$ cat config.mk
export PLATFORM = sky130hd
export DESIGN_NAME = fip_32_det_seq
export DESIGN_NICKNAME = d
export VERILOG_FILES = /design/src/rtl/fip_32_det_seq.sv
export SDC_FILE = /design/constraint.sdc
export NUM_CORES = 2
export LEC_CHECK = 0
export ABC_AREA = 1
export CAP_MARGIN = 25
export CORE_MARGIN = 2
export CORE_UTILIZATION = 23
export CTS_CLUSTER_DIAMETER = 40
export DETAILED_ROUTE_END_ITERATION = 10
export GPL_ROUTABILITY_DRIVEN = 0
export PLACE_DENSITY = 0.45
export SYNTH_ARGS = -nofsm -noshare
export SYNTH_HDL_FRONTEND = slang
export SYNTH_SLANG_ARGS = --single-unit
$ cat constraint.sdc
create_clock -name i_clk -period 33.5 [get_ports i_clk]
set_input_delay 6.7 -clock i_clk [delete_from_list [all_inputs] [get_ports i_clk]]
set_output_delay 6.7 -clock i_clk [all_outputs]
set_load 0.05 [all_outputs]
$ cat src/rtl/fip_32_det_seq.sv
// Sequential 3x3 Q16.16 determinant: one shared multiplier and one shared add/sub
// unit stepped through 15 micro-steps (cofactor expansion along the first row).
module fip_32_det_seq #(
  parameter int FRAC_BITS = 16,
  parameter int N_STEPS   = 15
) (
  input  logic                   i_clk,
  input  logic                   i_rstn,
  input  logic                   i_valid,
  output logic                   o_ready,
  input  logic [0:2][0:2][31:0]  i_array,
  output logic                   o_valid,
  input  logic                   i_ready,
  output logic [31:0]            o_det,
  output logic                   o_overflow,
  output logic                   o_busy
);

  localparam logic [1:0] S_IDLE = 2'd0;
  localparam logic [1:0] S_RUN  = 2'd1;
  localparam logic [1:0] S_DONE = 2'd2;
  localparam logic [3:0] LAST   = 4'(N_STEPS - 1);

  logic [1:0]            state;
  logic [3:0]            step;
  logic [0:2][0:2][31:0] mat;
  logic [31:0]           m1, m2, t, p, acc;
  logic                  ovf;

  logic [31:0]        mx, my, ax, ay, as_res;
  logic               as_sub, is_mul, is_as;
  logic signed [63:0] prod, shp;
  logic               mul_ovf, as_ovf, step_ovf;

  // Operand routing per micro-step; mat[r][c] is row-major a..i.
  always_comb begin
    mx = '0; my = '0; ax = m1; ay = m2;
    as_sub = 1'b1; is_mul = 1'b0; is_as = 1'b0;
    case (step)
      4'd0:  begin mx = mat[1][1]; my = mat[2][2]; is_mul = 1'b1; end
      4'd1:  begin mx = mat[1][2]; my = mat[2][1]; is_mul = 1'b1; end
      4'd3:  begin mx = mat[0][0]; my = t;         is_mul = 1'b1; end
      4'd5:  begin mx = mat[1][2]; my = mat[2][0]; is_mul = 1'b1; end
      4'd6:  begin mx = mat[1][0]; my = mat[2][2]; is_mul = 1'b1; end
      4'd8:  begin mx = mat[0][1]; my = t;         is_mul = 1'b1; end
      4'd10: begin mx = mat[1][0]; my = mat[2][1]; is_mul = 1'b1; end
      4'd11: begin mx = mat[1][1]; my = mat[2][0]; is_mul = 1'b1; end
      4'd13: begin mx = mat[0][2]; my = t;         is_mul = 1'b1; end
      4'd2, 4'd7, 4'd12: is_as = 1'b1;
      4'd9, 4'd14: begin ax = acc; ay = p; as_sub = 1'b0; is_as = 1'b1; end
      default: ;
    endcase
  end

  assign prod    = $signed(mx) * $signed(my);
  assign shp     = prod >>> FRAC_BITS;
  // Result fits in 32 bits only if everything above bit 31 is sign extension.
  assign mul_ovf = !((&shp[63:31]) || !(|shp[63:31]));

  assign as_res  = as_sub ? (ax - ay) : (ax + ay);
  assign as_ovf  = as_sub ? ((ax[31] != ay[31]) && (as_res[31] != ax[31]))
                          : ((ax[31] == ay[31]) && (as_res[31] != ax[31]));
  assign step_ovf = (is_mul & mul_ovf) | (is_as & as_ovf);

  always_ff @(posedge i_clk) begin
    if (!i_rstn) begin
      state <= S_IDLE;
      step  <= '0;
      acc   <= '0;
      ovf   <= 1'b0;
    end else begin
      case (state)
        S_IDLE: if (i_valid) begin
          mat   <= i_array;
          acc   <= '0;
          ovf   <= 1'b0;
          step  <= '0;
          state <= S_RUN;
        end
        S_RUN: begin
          ovf <= ovf | step_ovf;
          case (step)
            4'd0, 4'd5, 4'd10: m1  <= shp[31:0];
            4'd1, 4'd6, 4'd11: m2  <= shp[31:0];
            4'd3, 4'd8, 4'd13: p   <= shp[31:0];
            4'd2, 4'd7, 4'd12: t   <= as_res;
            4'd4:              acc <= p;
            4'd9, 4'd14:       acc <= as_res;
            default: ;
          endcase
          if (step == LAST) begin
            step  <= '0;
            state <= S_DONE;
          end else begin
            step <= step + 4'd1;
          end
        end
        S_DONE: if (i_ready) state <= S_IDLE;
        default: state <= S_IDLE;
      endcase
    end
  end

  assign o_ready    = (state == S_IDLE);
  assign o_valid    = (state == S_DONE);
  assign o_busy     = (state == S_RUN) || (state == S_DONE);
  assign o_det      = acc;
  assign o_overflow = ovf;

endmodule
**Yosys cells after proc, flatten, opt, wreduce, memory -nomap -nowiden**

Cells that the tools add are included.

- Add/subtract/negate cells: 3
- Multipliers: 1
- Divide/modulo/power cells: 0
- Order comparisons: 0
- Equality and inequality tests: 23
- Shifts and indexed selects: 0
- Mux-type cells: 20
- Bitwise logic cells: 4
- Reduce and logical (&&, ||, !) cells: 32

Operators with widths:

| operator | count |
|---|---|
| one-hot mux 32 bit (6 select lines) | 1 |
| two-way mux 32 bit | 4 |
| one-hot mux 32 bit (2 select lines) | 2 |
| one-hot mux 32 bit (4 select lines) | 1 |
| multiplier 32 x 32 -> 64 bit | 1 |
| adder 32 bit | 1 |
| subtractor 32 bit | 1 |
| equality test 4 bit (second input constant) | 7 |
| AND reduction 3 bit | 7 |
| AND reduction 17 bit | 1 |
| OR reduction 17 bit | 1 |
| equality test 4 x 3 -> 1 bit (second input constant) | 4 |
| OR reduction 2 bit | 7 |
| OR reduction 3 bit | 4 |
| OR reduction 9 bit | 1 |
| equality test 4 x 2 -> 1 bit (second input constant) | 2 |
| two-way mux 4 bit | 2 |
| one-hot mux 4 bit (2 select lines) | 1 |
| two-way mux 2 bit | 3 |
| one-hot mux 2 bit (3 select lines) | 1 |
| OR reduction 5 bit | 1 |
| adder 4 x 1 -> 4 bit (second input constant) | 1 |
| equality test 4 x 1 -> 1 bit (second input constant) | 1 |
| logical NOT 4 bit | 1 |
| 17 further kinds | 27 |

- Register bits: 455
- Latch bits: 0
- Memory bits (writable): 0
- Memory bits (read-only): 0
- Input port bits: 292
- Output and inout bits: 36
- Logic and storage cells: 100
- Memories kept: 0

**Longest topological paths before layout**

- Depth in word-level cells: 12
- Mapped depth: 51

**Least setup slack after synthesis**

Ideal clock, no wire load.

- Path kind: input port to flip-flop
- Start point: input i_rstn
- End point: register mat[0] (netlist bit) (enable)
- Library setup time: 944 ps
- Data arrival time: 19028 ps
- Required time: 32556 ps
- Slack: 13528 ps
- Cell stages on the path: 3
- Buffers on the path: 1
- Cells stage by stage: clkinv_1 clkbuf_1 nor2_1

- Word-level cells in the longest chain between the ends: 1

Ends and longest elaborated chain:

| element | line | source |
|---|---|---|
| start: declaration | 8 | `input logic i_rstn,` |
| AND reduction 3 bit (no line) | - |  |
| end signal: assignment | 74 | `mat <= i_array;` |
| end: declaration | 26 | `logic [0:2][0:2][31:0] mat;` |

Every way passes these cells.
A chain may end at the register's enable or synchronous reset.

**Worst setup path in the final report**

- Start point: input i_rstn
- End point: register mat[258] (netlist bit) (enable)

The elaborated chain is that of the path after synthesis.

==> impl_metrics.ini <==
[placed_design]
dp_hpwl_um = 164400
dpl.cell_count = 9291
port_buffers = 327

[global_routing]
grt_pass1_wl_um = 311300
gr-usage-all-layers_pct = 17.33
grt_pass1_vias = 45900
grt_max_degree = 82
grt.overflow.total = 0
antenna_found_initial = 9

[logic_synthesis]
synth_enable_flop_cells = 416
synth_warnings = 0
synth.distinct_cells = 58
synth-seq-cells = 455
ys_async_sr_fraction_pct = 0
synthFlopType = edfxtp_1
synth_area_um2 = 55470
postSynthCellCount = 5874
avgSynthCellArea_um2 = 9.443
synth_nets = 7463
ys_seq_area_share_pct = 23.93

[floorplan]
die_x_um = 495.1
die_area_um2 = 245100
design.portCount = 328
design.core.area_um2 = 240100
start_util_pct = 23.10
fp.dieH_um = 495.1
rows = 180

[timing]
rsz0062_at_grt = false
period_needed_ns = 10.84
worst_pin_slew_ns = 1.078
drv_slew = 0
tns_ns = 0
hold_viol = 0
finClkSkew_ns = 0.04826
max_freq_mhz = 92.27
slew_headroom_pct = 28.04
setup_viol_count_final = 0
finalCritPeriodShare_pct = 32.35

[detailed_routing]
drc = 0
vias_per_cell = 4.481
dr.pass1.iters = 6
wire_per_inst_um = 22.45
ant_nets = 0
drt_iter0_markers = 3069
vias = 42160
wirelength_um = 211200

[critical_path]
worstPathCellList = clkdlybuf4s50_1, clkinv_1, nor2_4, buf_4, buf_4, buf_4, buf_4
crit_arrival_ns = 11.11
cp-start-kind = input port
cp_common_cell = buf_4
crit_fanout = 81
critical_path.top_delay_family = buffers and inverters
crit_type = input port to flop
cp_num_buf_inv = 6
critical_path_required_ns = 33.77
slowest_delay_ns = 0.87
cpMaxStageDelayCell = buf_4
crit_path_end_kind = flop

[clock_tree]
clkSinkCount = 455
cts.clk_slew.worst_paths_ns = 0.06
clockRootBuffer = clkbuf_16
cts_resized = 0
insertion_delay_ns = 0.67
cts-hold-fix-buffers = 0
postCtsSetupBuffers = 0
tritoncts = yes
cts_made_buffers = 59
cts_buffer_depth = 3
h-tree-depth = 2

[flow_run]
drv_cap = 0

[cells_and_area]
fin_cells = 9410
drive_above_1_share_pct = 5.596
area_delta_synth_final_pct = 17.67
utilization_pct = 27.19
final_cell_mix = inv_1, fa_1, nand2_1, nor2_1, edfxtp_1
layout.nets = 7757
layout_commonest_cell = inv_1
fillerInstances = 25730

[hold_path]
hp-class = flop to flop

[outcome]
status = complete, no violations
## synth_stat cells, drive strengths merged (16+ instances only)
cell | count | area (um^2)
a21oi | 191 | 959.7
o21ai | 155 | 787.0
xnor2 | 34 | 297.8
nor2 | 843 | 3217
a31oi | 16 | 100.1
ha | 215 | 2690
clkbuf | 189 | 709.4
dfxtp | 39 | 780.8
a22o | 96 | 840.8
nand3 | 44 | 230.2
a32o | 18 | 180.2
nor4 | 41 | 319.1
buf | 27 | 148.9
edfxtp | 416 | 12490
xor2 | 55 | 481.7
fa | 1082 | 21660
clkinv | 23 | 86.33
nor3 | 19 | 95.09
nand2 | 1019 | 3913
inv | 1250 | 4692
## registers in the layout, indices dropped and copies added, names as in the netlist
register    count
o_overflow      1
m1             32
p              32
t              32
state           2
m2             32
mat           288
o_det          32
step            4
## cells by family after synthesis
logic type / synth area share (%)
buffers and inverters: 10.16
adder cells (fa/ha/maj): 43.90
multiplexers: 0.2346
AND/OR/NAND/NOR: 14.50
flip-flops: 23.93
XOR/XNOR: 1.446
AO/OA/AOI/OAI: 5.829
## worst paths after layout
check        slack, ns        from         end  cells past startpoint
max              22.66      i_rstn    mat[258]                      7
min               0.46  o_overflow  o_overflow                      2
max reg2reg      22.84     step[3]  o_overflow                     38
min reg2reg       0.46  o_overflow  o_overflow                      2
## tightest hold or removal path: cells and delay by family (launching register included)
family	cells	cell delay (ns)
flip-flops	1	0.31
AO/OA/AOI/OAI	1	0.05
buffers and inverters	1	0.06
## through the flow
step | instance area [um^2] | worst slack [ns] | hold WS (ns)
global placement | 63020 | 21.93 | 0.4596
global route | 65260 | 22.17 | 0.4928
detailed placement | 63120 | 21.92 | 0.4557
finish | 65270 | 22.66 | 0.4637
CTS | 65230 | 22.63 | 0.4666
floorplan | 55470 | 13.53 | 0.4734
## cell type report
cell class / instances / area [um^2] / area share, %
Antenna cell: 6 / 15.01 / 0.02300
Clock buffer: 68 / 1551 / 2.377
Clock inverter: 44 / 554.3 / 0.8492
Inverter: 1273 / 4778 / 7.321
Multi-Input combinational cell: 3930 / 36840 / 56.44
Sequential cell: 455 / 13270 / 20.33
Tap cell: 3185 / 3985 / 6.105
Timing Repair Buffer: 449 / 4277 / 6.552
## layer usage
metal | global-route usage [%] | wire, um
met1 | 22.75 | 88190
met2 | 28.71 | 99880
met3 | 2.960 | 14950
met4 | 6.058 | 8189
met5 | 0 | 20
Power is left out: the tool's default activity adds up to more than one toggle a clock period on the data nets, which glitch-free logic cannot reach.
